`src/rtl/lock_pkg.sv`:
```
// rtl/lock_pkg.sv - shared symbols, sender states and lock states for the A/B/C/D lock
package lock_pkg;

    localparam logic [1:0] SYM_A = 2'd0;
    localparam logic [1:0] SYM_B = 2'd1;
    localparam logic [1:0] SYM_C = 2'd2;
    localparam logic [1:0] SYM_D = 2'd3;

    typedef enum logic [2:0] {
        IDLE  = 3'd0,
        PRESS = 3'd1,
        GAP   = 3'd2,
        WAIT  = 3'd3,
        CLEAR = 3'd4,
        DONE  = 3'd5
    } sender_state_t;

    localparam logic [2:0] LOCK_I = 3'd0;
    localparam logic [2:0] LOCK_A = 3'd1;
    localparam logic [2:0] LOCK_B = 3'd2;
    localparam logic [2:0] LOCK_C = 3'd3;
    localparam logic [2:0] LOCK_D = 3'd4;

endpackage

```
`src/rtl/lock_sym_onehot.sv`:
```
// rtl/lock_sym_onehot.sv - 2-bit symbol to one-hot key vector, bit 0 = A
module lock_sym_onehot
    import lock_pkg::*;
(
    input  logic [1:0] sym,
    input  logic       en,
    output logic [3:0] keys
);

    always_comb begin
        keys = 4'b0000;
        if (en) begin
            case (sym)
                SYM_A:   keys = 4'b0001;
                SYM_B:   keys = 4'b0010;
                SYM_C:   keys = 4'b0100;
                default: keys = 4'b1000;
            endcase
        end
    end

endmodule

```
`src/rtl/lock_code_sender.sv`:
```
// rtl/lock_code_sender.sv - replays a stored code as key pulses and retries until unlocked
module lock_code_sender
    import lock_pkg::*;
#(
    parameter int CODE_LEN       = 4,
    parameter int GAP_CYCLES     = 2,
    parameter int UNLOCK_TIMEOUT = 8,
    parameter int MAX_RETRY      = 3
) (
    input  logic                           clk,
    input  logic                           rst,
    input  logic                           start,
    input  logic [2*CODE_LEN-1:0]          code,
    input  logic                           unlocked,
    output logic                           outA,
    output logic                           outB,
    output logic                           outC,
    output logic                           outD,
    output logic                           busy,
    output logic                           done,
    output logic                           success,
    output logic                           fail,
    output logic [$clog2(MAX_RETRY+1)-1:0] attempts
);

    localparam int SW = (CODE_LEN > 1) ? $clog2(CODE_LEN) : 1;
    localparam int GW = (GAP_CYCLES > 1) ? $clog2(GAP_CYCLES) : 1;
    localparam int WW = (UNLOCK_TIMEOUT > 1) ? $clog2(UNLOCK_TIMEOUT) : 1;
    localparam int AW = $clog2(MAX_RETRY + 1);

    sender_state_t         state, state_n;
    logic [2*CODE_LEN-1:0] code_q;
    logic [SW-1:0]         sym_idx;
    logic [GW-1:0]         gap_cnt;
    logic [WW-1:0]         wait_cnt;
    logic [1:0]            cur_sym;
    logic                  key_en;
    logic [3:0]            keys;

    wire gap_last  = (gap_cnt == GW'(GAP_CYCLES - 1));
    wire wait_last = (wait_cnt == WW'(UNLOCK_TIMEOUT - 1));

    always_ff @(posedge clk) begin
        if (rst) begin
            state    <= IDLE;
            code_q   <= '0;
            sym_idx  <= '0;
            gap_cnt  <= '0;
            wait_cnt <= '0;
            attempts <= '0;
            success  <= 1'b0;
            fail     <= 1'b0;
        end else begin
            state <= state_n;
            case (state)
                IDLE: if (start) begin
                    code_q   <= code;
                    sym_idx  <= '0;
                    attempts <= AW'(1);
                    success  <= 1'b0;
                    fail     <= 1'b0;
                end
                PRESS: gap_cnt <= '0;
                GAP: begin
                    gap_cnt <= gap_cnt + GW'(1);
                    if (state_n == PRESS) sym_idx <= sym_idx + SW'(1);
                    if (state_n == WAIT) wait_cnt <= '0;
                end
                WAIT: begin
                    wait_cnt <= wait_cnt + WW'(1);
                    // Verdict is latched on the way into DONE so it is visible alongside done.
                    if (state_n == DONE) begin
                        success <= unlocked;
                        fail    <= ~unlocked;
                    end
                    if (state_n == CLEAR) gap_cnt <= '0;
                end
                CLEAR: begin
                    gap_cnt <= gap_cnt + GW'(1);
                    if (state_n == PRESS) begin
                        sym_idx  <= '0;
                        attempts <= attempts + AW'(1);
                    end
                end
                default: ;
            endcase
        end
    end

    always_comb begin
        state_n = state;
        case (state)
            IDLE:  if (start) state_n = PRESS;
            PRESS: state_n = GAP;
            GAP:   if (gap_last) state_n = (sym_idx == SW'(CODE_LEN - 1)) ? WAIT : PRESS;
            WAIT: begin
                if (unlocked)
                    state_n = DONE;
                else if (wait_last)
                    state_n = (attempts == AW'(MAX_RETRY)) ? DONE : CLEAR;
            end
            CLEAR: if (gap_last) state_n = PRESS;
            DONE:  state_n = IDLE;
            default: state_n = IDLE;
        endcase
    end

    always_comb begin
        key_en = (state == PRESS);
        busy   = (state != IDLE);
        done   = (state == DONE);
    end

    assign cur_sym = code_q[2*int'(sym_idx) +: 2];

    lock_sym_onehot u_onehot (
        .sym  (cur_sym),
        .en   (key_en),
        .keys (keys)
    );

    assign {outD, outC, outB, outA} = keys;

endmodule

```
`config.mk`:
```
export PLATFORM = sky130hd
export DESIGN_NAME = lock_code_sender
export DESIGN_NICKNAME = d
export VERILOG_FILES = /design/src/rtl/lock_pkg.sv /design/src/rtl/lock_sym_onehot.sv /design/src/rtl/lock_code_sender.sv
export SDC_FILE = /design/constraint.sdc
export NUM_CORES = 1
export LEC_CHECK = 0
export ABC_CLOCK_PERIOD_IN_PS = 1500
export BUFFER_PORTS_ARGS = -buffer_cell sky130_fd_sc_hd__buf_2
export CORE_ASPECT_RATIO = 0.8
export CORE_MARGIN = 1.5
export CORE_UTILIZATION = 48
export CTS_CLUSTER_DIAMETER = 40
export DETAILED_ROUTE_END_ITERATION = 6
export PLACE_DENSITY = 0.76
export SLEW_MARGIN = 30
export SYNTH_ARGS = -nofsm -noshare
export SYNTH_HDL_FRONTEND = slang
export SYNTH_SLANG_ARGS = --single-unit
```
`constraint.sdc`:
```
create_clock -name clk -period 1.5 [get_ports clk]
set_clock_uncertainty 0.2 [all_clocks]
set_input_delay 0.225 -clock clk [delete_from_list [all_inputs] [get_ports clk]]
set_output_delay 0.225 -clock clk [all_outputs]
set_load 0.02 [all_outputs]
```
==> flow_metrics.py, run 1 <==
metrics = {
    "drt": {
        "ant_nets": 0,
        "drc": 0,
        "vias": 1425,
        "wl_per_cell_microns": 21.64,
        "viasPerCell": 6.477,
        "drt_wl_total_microns": 4760,
        "drt_iter0_drc": 94,
        "first_pass_iters": 4,
    },
    "synth": {
        "synthDistinctLibCells": 38,
        "ys_ff_latch": 21,
        "synth-async-reset-ratio_pct": 0,
        "ys.flop_type": "dfxtp_1",
        "netlist_area_sq_um": 1137,
        "yosysWarnings": 0,
        "synthesis.nets": 148,
        "seq_area_frac_synth_pct": 36.96,
        "synth_cells": 132,
        "synth_area_leaders": "dfxtp_1, nand2_1, a21oi_1, ha_1, o21ai_0",
        "synth_top_area_share_pct": 36.96,
        "synth_edf_count": 0,
        "synth_top_area_cell": "dfxtp_1",
        "avgSynthCellArea_sq_um": 8.616,
    },
    "timing": {
        "tns_ps": -5001,
        "finalHoldViolCount": 0,
        "final.period_utilization_pct": 140.2,
        "relSlewSlack_pct": 75.85,
        "fin_ws_ps": -602.5,
        "period_minus_slack_ps": 2102,
        "rsz0062_at_grt": "true",
        "drv_slew": 0,
        "tightest_slew_ps": 362.3,
        "whs_ps": 88.83,
        "fmax_mhz": 475.6,
        "setup_viol": 25,
    },
    "cts": {
        "cts.path.max_buffers": 2,
        "clock_latency_ps": 320,
        "cts.htree.levels": 1,
        "cts_tree": "built",
        "clock_sinks": 21,
        "clkSlewWorstSetupHoldPaths_ps": 130,
        "numCtsBuffers": 3,
        "cts_root_buf": "clkbuf_4",
    },
    "power": {
        "p_sw_share_pct": 34.07,
        "power_density_nw_per_um2": 739.2,
        "power.switching_mw": 0.5054,
        "power_leakage_nw": 0.8077,
        "p_clk_share_pct": 19.7,
        "p_int_mw": 0.9781,
        "combPwrFrac_pct": 38.5,
        "power_frac_seq_pct": 41.7,
        "vdd_drop_max_mv": 0.6544,
    },
    "finish": {
        "n_fill_cell": 77,
        "drive_gt1_share_pct": 60.00,
        "syn_to_final_growth_pct": 76.46,
        "final_cell_count_no_fill": 220,
        "fin_nets": 212,
        "final_common_cell": "buf_4",
        "finalInstanceArea_sq_um": 2007,
        "diodes": 0,
        "layout_common_cells": "buf_4, buf_2, dfxtp_1, buf_6, nand2_1",
    },
    "setup_path": {
        "cp_slowest_stage_delay_ps": 570,
        "setup.worst_path.start": "sym_idx[0]",
        "rr_endpoint": "code_q[4]",
        "cp_max_fo": 3,
        "start_kind": "flip-flop",
        "r2r_cells": 6,
        "crit_end": "outB",
        "worstPathArrival_ps": 1680,
        "crit_chain": "mux4_2 -> nand3b_1 -> nor2_1 -> buf_2",
        "rr_startpoint": "state[0]",
        "cp_slowest_cell": "mux4_2",
        "worstSetupPathType": "reg -> out",
        "crit_path_end_kind": "output pin",
        "reg2reg_slack_ps": -220,
        "required_ps": 1070,
    },
    "grt": {
        "gr-total-overflow": 0,
        "met3_usage_pct": 5.056,
        "grt_util_met2_pct": 55.45,
        "grt_max_degree": 14,
        "grt_pass1_vias": 1315,
        "grt_first_pass_wirelength_microns": 6327,
        "busiest_layer": "met2",
        "antenna_found_initial": 0,
        "grtUsageMet1_pct": 38.81,
        "track_usage_pct": 32.30,
    },
    "run_status": {
        "violations": "negative setup slack",
        "status": "complete, but fails checks",
    },
    "placement": {
        "io_buffer_count": 21,
        "gp_congestion": 0.8071,
        "dpl_cell_area_sq_um": 1460,
        "post-dp-hpwl_microns": 2072,
        "dp.cells": 193,
    },
    "floorplanning": {
        "ios": 22,
        "die_y_microns": 46.54,
        "die-area_sq_um": 2672,
        "die_w_microns": 57.42,
        "coreArea_sq_um": 2196,
        "num_rows": 15,
        "initial_core_util_pct": 51.79,
    },
    "min_path": {
        "hold_path.class": "in -> reg",
        "whs_path_depth": 2,
        "min-delay-start": "rst",
    },
    "run": {
        "max_cap_violations": 0,
    },
}
==> per-stage QoR <==
| stage | worst slack, ps | utilization, % | total power, mW |
|---|---|---|---|
| 6_report | -602.5 | 91.40 | 1.484 |
| 5_1_grt | -666.0 | 91.40 | 1.523 |
| 4_1_cts | -596.8 | 82.68 | 1.348 |
| 3_5_place_dp | -291.9 | 66.50 | 0.9383 |
| 3_3_place_gp | -270.3 | 66.50 | 0.9260 |
| 2_1_floorplan | -245.4 | - | 0.8218 |
==> cells in the mapped netlist, types with 2 or more instances <==
library cell  count
buf_2             2
nand2_1          24
nor2_1            6
a211oi_1          2
mux4_2            2
nand3b_1          3
a2bb2oi_1         2
nor4_1            3
inv_1             4
ha_1              4
nand2b_1          4
nor3b_1           3
buf_4             3
dfxtp_1          21
o21ai_0           9
a32o_1            2
mux2i_1           2
nand3_1           2
a21oi_1          14
clkbuf_1          2
==> area by class of cell <==
cell class                 count  area [sq um]  share of cell area, %
clock buffer                   3         22.52                  1.122
clock inverter                 1         5.005                 0.2494
inverter                       4         17.52                 0.8728
multi-input combinational     99         923.4                  46.01
sequential                    21         432.9                  21.57
tap                           25         31.28                  1.559
timing repair buffer          67         574.3                  28.62
==> state kept, by name, indices dropped and copies added (netlist names) <==
register	count
sym_idx	2
success	1
code_q	8
attempts	2
fail	1
gap_cnt	1
state	3
wait_cnt	3
==> worst max-delay path, delay by kind of cell (launching register included) <==
family                 cells  cell delay [ps]
AND/OR/NAND/NOR            2              230
buffers and inverters      1              160
flip-flops                 1              400
multiplexers               1              570
==> power groups by stage <==
stage | logic [mW] | registers, mW | clock network, mW
4_1_cts | 0.456 | 0.609 | 0.282
5_1_grt | 0.592 | 0.621 | 0.311
6_report | 0.572 | 0.619 | 0.293
3_3_place_gp | 0.307 | 0.619 | 0
3_5_place_dp | 0.318 | 0.620 | 0
2_1_floorplan | 0.200 | 0.622 | 0
==> repair_timing <==
action	in CTS	in global routing
gates cloned	2	0
hold buffers	8	0
setup buffers	8	6
resized for setup	44	45
setup endpoints to repair	21	27
pin swaps	25	26
endpoints found under the hold margin	8	0
==> routing by layer <==
layer  vias to the layer above  wire length [microns]
li1                        602                      -
met1                       679                   1775
met2                       112                   2314
met3                        32                    452
met4                         0                    218
met5                         -                      0
==> kinds of logic (layout without fill, tap and decap cells) <==
kind of cell	Yosys count	in the layout	synth area share [%]
simple gates	56	57	27.94
fa+ha+maj	4	4	4.401
compound gates	33	33	18.04
xor+xnor	1	1	0.7702
buf+inv	13	75	6.160
mux	4	4	5.720
flops	21	21	36.96
==> how the worst min path moves through the flow <==
stage	slack (ps)	to
final	90	code_q[2]
after global routing	100	code_q[2]
after CTS	60	code_q[2]
after detailed placement	260	code_q[6]
after global placement	250	code_q[2]
after floorplan	160	code_q[0]
Note: power is estimated with default switching activity, not from simulation.
==> inputs of run 2 (changes only) <==
Settings changed: BUFFER_PORTS_ARGS -buffer_cell sky130_fd_sc_hd__buf_2 to not set, CORE_UTILIZATION 48 to 55, DONT_BUFFER_PORTS set to 1, PLACE_DENSITY 0.76 to 0.75.
==> run 2 against run 1 <==
Effect of this change: the run now fails in global routing; synthesized cell count stayed put; synthesized area stayed put.
==> flow_metrics.py, run 2 <==
metrics = {
    "synth": {
        "ys_ff_latch": 21,
        "ys.flop_type": "dfxtp_1",
        "synth_cells": 132,
        "avgSynthCellArea_sq_um": 8.616,
        "yosysMostFrequentCell": "nand2_1",
        "netlist_area_sq_um": 1137,
        "synthesis.nets": 148,
        "synth_common_cells": "nand2_1, dfxtp_1, a21oi_1",
        "yosysWarnings": 0,
        "synth_edf_count": 0,
        "synth_top_area_share_pct": 36.96,
        "synth-async-reset-ratio_pct": 0,
        "seq_area_frac_synth_pct": 36.96,
        "synth_area_leaders": "dfxtp_1, nand2_1, a21oi_1, ha_1, o21ai_0",
        "synthDistinctLibCells": 38,
        "synth_top_area_cell": "dfxtp_1",
    },
    "placement": {
        "io_buffer_count": 0,
        "dp.cells": 171,
        "post-dp-hpwl_microns": 1936,
        "gp_congestion": 0.8340,
    },
    "floorplanning": {
        "num_rows": 14,
        "die_y_microns": 43.68,
        "initial_core_util_pct": 59.57,
        "ios": 22,
        "die_w_microns": 53.84,
    },
    "run_status": {
        "tool.error": "[ERROR DPL-0038] Utilization greater than 100%, impossible to legalize",
        "status": "stopped before the end",
        "lastStage": "global routing",
    },
    "timing": {
        "crit_endpoint": "outA",
        "worst-ep-kind": "top-level output",
    },
    "grt": {
        "grt_max_degree": 22,
    },
    "cts": {
        "numCtsBuffers": 3,
        "cts_root_buf": "clkbuf_4",
        "clock_sinks": 21,
        "cts.path.max_buffers": 2,
        "cts.htree.levels": 1,
    },
}
[run 2: cell families after synthesis]
| group | Yosys count | synth area share [%] |
|---|---|---|
| AOI/OAI and AO/OA | 33 | 18.04 |
| muxes | 4 | 5.720 |
| xor gates and xnor gates | 1 | 0.7702 |
| adders and majority gates | 4 | 4.401 |
| buffers and inverters | 13 | 6.160 |
| and+or+nand+nor | 56 | 27.94 |
| DFF | 21 | 36.96 |
[run 2: metrics by stage]
step           area, sq um  setup slack, ps  setup TNS [ps]
2_1_floorplan         1186           -245.4          -663.7
3_3_place_gp          1341           -258.6           -1031
3_5_place_dp          1341           -291.5           -1364
4_1_cts               1682           -608.0           -5447
[run 2: repair_timing]
action                                  in CTS
endpoints found under the hold margin       21
gates cloned                                 2
gates resized for setup                     40
pin swaps                                   23
buffers inserted                             6
endpoints found under the setup margin      19
hold buffers                                11
==> inputs of run 3 (changes only) <==
Settings changed: ABC_CLOCK_PERIOD_IN_PS 1500 to 2000, CORE_AREA set to 2 2 63 65, CORE_ASPECT_RATIO 0.8 to not set, CORE_MARGIN 1.5 to not set, CORE_UTILIZATION 55 to not set, CTS_CLUSTER_DIAMETER 40 to not set, DIE_AREA set to 0 0 65 67, PLACE_DENSITY 0.75 to not set, PLACE_DENSITY_LB_ADDON set to 0.15.
Clock period 1.5 ns to 2 ns, I/O delays scaled along.
==> run 3 against run 2 <==
Effect of this change: the flow now finishes, with violations (negative setup slack).
==> flow_metrics.py, run 3 (synthesized netlist as in run 1, its figures left out) <==
metrics = {
    "finish": {
        "finalInstanceArea_sq_um": 1396,
        "syn_to_final_growth_pct": 22.77,
        "largestRegisters": "code_q: 8 flops, state: 3 flops, wait_cnt: 3 flops",
        "diodes": 0,
        "regMostFlops": "code_q",
        "final_common_cell": "nand2_1",
        "largest_reg_flops": 8,
        "final_util_pct": 38.72,
        "fin_nets": 165,
        "drive_gt1_share_pct": 16.22,
        "final_cell_count_no_fill": 196,
        "layout_common_cells": "nand2_1, dfxtp_1, a21oi_1, buf_4, dlygate4sd3_1",
    },
    "timing": {
        "fin_ws_ps": -126.2,
        "setup_viol": 4,
        "rsz0062_at_grt": "true",
        "relSlewSlack_pct": 60.68,
        "drv_slew": 0,
        "whs_ps": 11.36,
        "fmax_mhz": 470.3,
        "tightest_slew_ps": 587.9,
        "finalHoldViolCount": 0,
        "period_minus_slack_ps": 2126,
        "final.period_utilization_pct": 106.3,
    },
    "run": {
        "max_cap_violations": 0,
    },
    "drt": {
        "drc": 0,
        "drt_wl_total_microns": 2639,
        "ant_nets": 0,
        "first_pass_iters": 3,
        "vias": 980,
        "drt_iter0_drc": 31,
        "wl_per_cell_microns": 13.46,
        "viasPerCell": 5.000,
    },
    "grt": {
        "grt_first_pass_wirelength_microns": 4754,
        "antenna_found_initial": 0,
        "track_usage_pct": 14.29,
        "grt_pass1_vias": 991,
        "grt_max_degree": 16,
        "gr-total-overflow": 0,
    },
    "floorplanning": {
        "num_rows": 22,
        "die-area_sq_um": 4355,
        "initial_core_util_pct": 31.54,
        "coreArea_sq_um": 3606,
        "ios": 22,
        "die_y_microns": 67,
        "die_w_microns": 65,
    },
    "power": {
        "vdd_drop_max_mv": 0.2829,
        "power_leakage_nw": 0.5274,
        "power_frac_seq_pct": 50.6,
        "p_clk_share_pct": 30.1,
        "power_density_nw_per_um2": 667.8,
        "combPwrFrac_pct": 19.3,
        "power_mw": 0.9324,
        "power.switching_mw": 0.2643,
        "p_sw_share_pct": 28.34,
        "p_int_mw": 0.6682,
    },
    "placement": {
        "dp.cells": 181,
        "dpl_cell_area_sq_um": 1230,
        "post-dp-hpwl_microns": 1898,
        "gp_congestion": 0.7379,
        "io_buffer_count": 0,
    },
    "cts": {
        "cts.path.max_buffers": 2,
        "numCtsBuffers": 3,
        "clkSlewWorstSetupHoldPaths_ps": 70,
        "cts.htree.levels": 1,
        "cts_root_buf": "clkbuf_8",
        "cts_tree": "built",
        "clock_sinks": 21,
        "clock_latency_ps": 260,
    },
    "setup_path": {
        "crit_path_end_kind": "output pin",
        "cp_max_fo": 3,
        "worstPathArrival_ps": 1630,
        "start_kind": "flip-flop",
        "required_ps": 1500,
        "worstSetupPathType": "reg -> out",
    },
    "min_path": {
        "hold_path.class": "in -> reg",
    },
    "run_status": {
        "violations": "negative setup slack",
        "status": "complete, but fails checks",
    },
}
## run 3: through the flow
stage               setup TNS, ps  worst slack (ps)
floorplan                       0             35.72
global placement                0             69.57
detailed placement              0             25.32
CTS                        -260.1            -127.0
global route               -559.0            -202.6
finish                     -275.8            -126.2
## run 3: final timing paths
check,slack (ps),start,endpoint,depth (start not counted)
worst max-delay path,-130,sym_idx[0],outA,3
worst max register to register,160,wait_cnt[0],gap_cnt,5
worst min register to register,250,code_q[5],code_q[5],2
worst min-delay path,10,rst,sym_idx[0],3
## run 3: timing repair
| item | CTS | global route |
|---|---|---|
| pin swaps | 1 | 0 |
| endpoints found under the hold margin | 16 | 0 |
| endpoints found under the setup margin | 4 | 4 |
| setup buffers | 1 | 0 |
| hold buffers | 10 | 0 |
| gates resized for setup | 2 | 2 |
## run 3: routing by layer
metal	up-vias	routed length (microns)	GRT usage [%]
met5	-	0	0
met4	0	21	3.191
met3	2	150	4.561
met2	20	1288	23.84
met1	456	1178	17.93
li1	502	-	-
## run 3: area by class of cell
cell class | instances | area (sq um)
clock buffer | 4 | 45.04
fill | 385 | 2210
tap | 48 | 60.06
sequential | 21 | 425.4
inverter | 4 | 15.01
timing repair buffer | 21 | 182.7
multi-input combinational | 98 | 668.1
## run 3: power by group through the flow
| stage | clock, mW | combinational, mW | sequential [mW] |
|---|---|---|---|
| floorplan | 0 | 0.142 | 0.467 |
| global placement | 0 | 0.152 | 0.483 |
| detailed placement | 0 | 0.156 | 0.483 |
| CTS | 0.291 | 0.178 | 0.472 |
| global route | 0.314 | 0.201 | 0.478 |
| finish | 0.281 | 0.180 | 0.472 |
## run 3: critical path, stage by stage (launching register included)
cell and delay (ps):
dfxtp_4 370, mux4_2 560, nor4_4 260, buf_4 180
==> inputs of run 4 (changes only) <==
Settings changed: BUFFER_PORTS_ARGS set to -buffer_cell sky130_fd_sc_hd__buf_2, DONT_BUFFER_PORTS 1 to not set.
==> run 4 against run 3 <==
Effect of this change: the flow still finishes with violations (negative setup slack); highest routed layer unchanged; critical path depth stayed put; clock-buffer cell count is 1 lower; critical path type unchanged; first-iteration DRC count is 150% higher; critical endpoint unchanged; largest power group unchanged.
==> flow_metrics.py, run 4 (synthesized netlist as in run 1, its figures left out) <==
metrics = {
    "run_status": {
        "status": "complete, but fails checks",
        "violations": "negative setup slack",
    },
    "cts": {
        "postCtsSetupBuffers": 0,
        "numCtsBuffers": 3,
        "cts.htree.levels": 1,
        "postCtsHoldBufs": 0,
        "cts_root_buf": "clkbuf_8",
        "cts.path.max_buffers": 2,
        "clock_latency_ps": 260,
        "cts_tree": "built",
        "clock_sinks": 21,
        "clkSlewWorstSetupHoldPaths_ps": 70,
    },
    "floorplanning": {
        "die_y_microns": 67,
        "ios": 22,
        "num_rows": 22,
        "coreArea_sq_um": 3606,
        "initial_core_util_pct": 31.54,
        "die-area_sq_um": 4355,
        "die_w_microns": 65,
    },
    "setup_path": {
        "worstSetupPathType": "reg -> out",
        "required_ps": 1500,
        "cp_slowest_stage_delay_ps": 530,
        "cp_top_family": "multiplexers",
        "start_kind": "flip-flop",
        "crit_buf_inv": 1,
        "cp_slowest_cell": "mux4_2",
        "worstPathArrival_ps": 1610,
        "cp_max_fo": 3,
        "crit_chain": "mux4_2 -> nor4_2 -> buf_4",
        "crit_path_end_kind": "output pin",
    },
    "finish": {
        "layout_common_cells": "nand2_1, dfxtp_1, buf_2, a21oi_1, buf_4",
        "final_common_cell": "nand2_1",
        "diodes": 0,
        "largestRegisters": "code_q: 8 flops, state: 3 flops, wait_cnt: 3 flops",
        "drive_gt1_share_pct": 28.48,
        "final_cell_count_no_fill": 206,
        "fin_nets": 175,
        "regMostFlops": "code_q",
        "syn_to_final_growth_pct": 22.33,
        "finalInstanceArea_sq_um": 1391,
        "largest_reg_flops": 8,
    },
    "drt": {
        "drt_wl_total_microns": 2699,
        "ant_nets": 0,
        "wl_per_cell_microns": 13.10,
        "first_pass_iters": 4,
        "drt_iter0_drc": 77,
        "vias": 1032,
        "viasPerCell": 5.010,
        "drc": 0,
    },
    "grt": {
        "grt_max_degree": 21,
        "gr-total-overflow": 0,
        "track_usage_pct": 14.13,
        "grt_first_pass_wirelength_microns": 4678,
        "antenna_found_initial": 0,
        "grt_pass1_vias": 998,
    },
    "power": {
        "p_clk_share_pct": 29.8,
        "p_sw_share_pct": 28.88,
        "vdd_drop_max_mv": 0.2706,
        "power_mw": 0.9309,
        "p_int_mw": 0.6620,
        "combPwrFrac_pct": 19.4,
        "power_frac_seq_pct": 50.8,
        "power_leakage_nw": 0.5782,
        "power_density_nw_per_um2": 669.0,
        "power.switching_mw": 0.2689,
    },
    "placement": {
        "dp.cells": 202,
        "dpl_cell_area_sq_um": 1335,
        "io_buffer_count": 21,
        "post-dp-hpwl_microns": 2014,
        "gp_congestion": 0.7592,
        "place_ws_ps": 106.7,
    },
    "run": {
        "max_cap_violations": 0,
    },
    "timing": {
        "tightest_slew_ps": 399.0,
        "fin_ws_ps": -105.2,
        "drv_slew": 0,
        "final.period_utilization_pct": 105.3,
        "period_minus_slack_ps": 2105,
        "rsz0062_at_grt": "true",
        "setup_viol": 4,
        "relSlewSlack_pct": 73.40,
        "fmax_mhz": 475.0,
        "finalHoldViolCount": 0,
        "tns_ps": -195.6,
    },
    "min_path": {
        "hold_path.class": "in -> reg",
    },
}
## run 4: cell count changes in the layout (fill, tap and decap cells not counted)
cell,previous run,this run
buf_2,0,19
dlygate4sd3_1,10,0
buf_4,11,12
clkbuf_1,1,0
clkinv_2,0,1
nor4_2,1,2
nor4_4,1,0
## run 4: repair_timing
action | 4_1_cts | 5_1_grt
pin swaps | 1 | 0
setup endpoints to repair | 5 | 4
gates resized for setup | 4 | 1
## run 4: path summary, 6_finish.rpt
kind          startpoint   endpoint  slack (ps)  depth (start not counted)
max           sym_idx[0]       outA        -110                          3
min              code[1]  code_q[1]          70                          3
min reg2reg    code_q[2]  code_q[2]         260                          2
max reg2reg  wait_cnt[0]       fail         230                          6
## run 4: per-stage QoR
step | hold slack, ps | utilization, %
after floorplan | 233.1 | -
after global placement | 251.1 | 37.02
after detailed placement | 247.6 | 37.02
after CTS | 63.75 | 38.51
after global routing | 72.78 | 38.58
final | 72.02 | 38.58
## run 4: power groups by stage
stage | clock network [mW] | registers [mW] | logic, mW
6_report | 0.277 | 0.473 | 0.180
3_3_place_gp | 0 | 0.482 | 0.176
3_5_place_dp | 0 | 0.482 | 0.181
4_1_cts | 0.291 | 0.473 | 0.182
2_1_floorplan | 0 | 0.467 | 0.142
5_1_grt | 0.308 | 0.478 | 0.200
## run 4: per-layer routing
layer	track usage [%]	wire, microns
met4	3.989	27
met5	0	0
met2	23.45	1275
met3	4.561	172
met1	17.49	1224
## run 4: worst min-delay path, delay by kind of cell
kind,cells,cell delay [ps]
simple gates,1,40
compound gates,1,50
buf+inv,1,100
## run 4: layout make-up
class | instances | area (sq um)
Fill cell | 379 | 2215
Multi-Input combinational cell | 98 | 659.4
Sequential cell | 21 | 425.4
Timing Repair Buffer | 31 | 185.2
Tap cell | 48 | 60.06
Clock buffer | 3 | 41.29
Inverter | 4 | 15.01
Clock inverter | 1 | 5.005
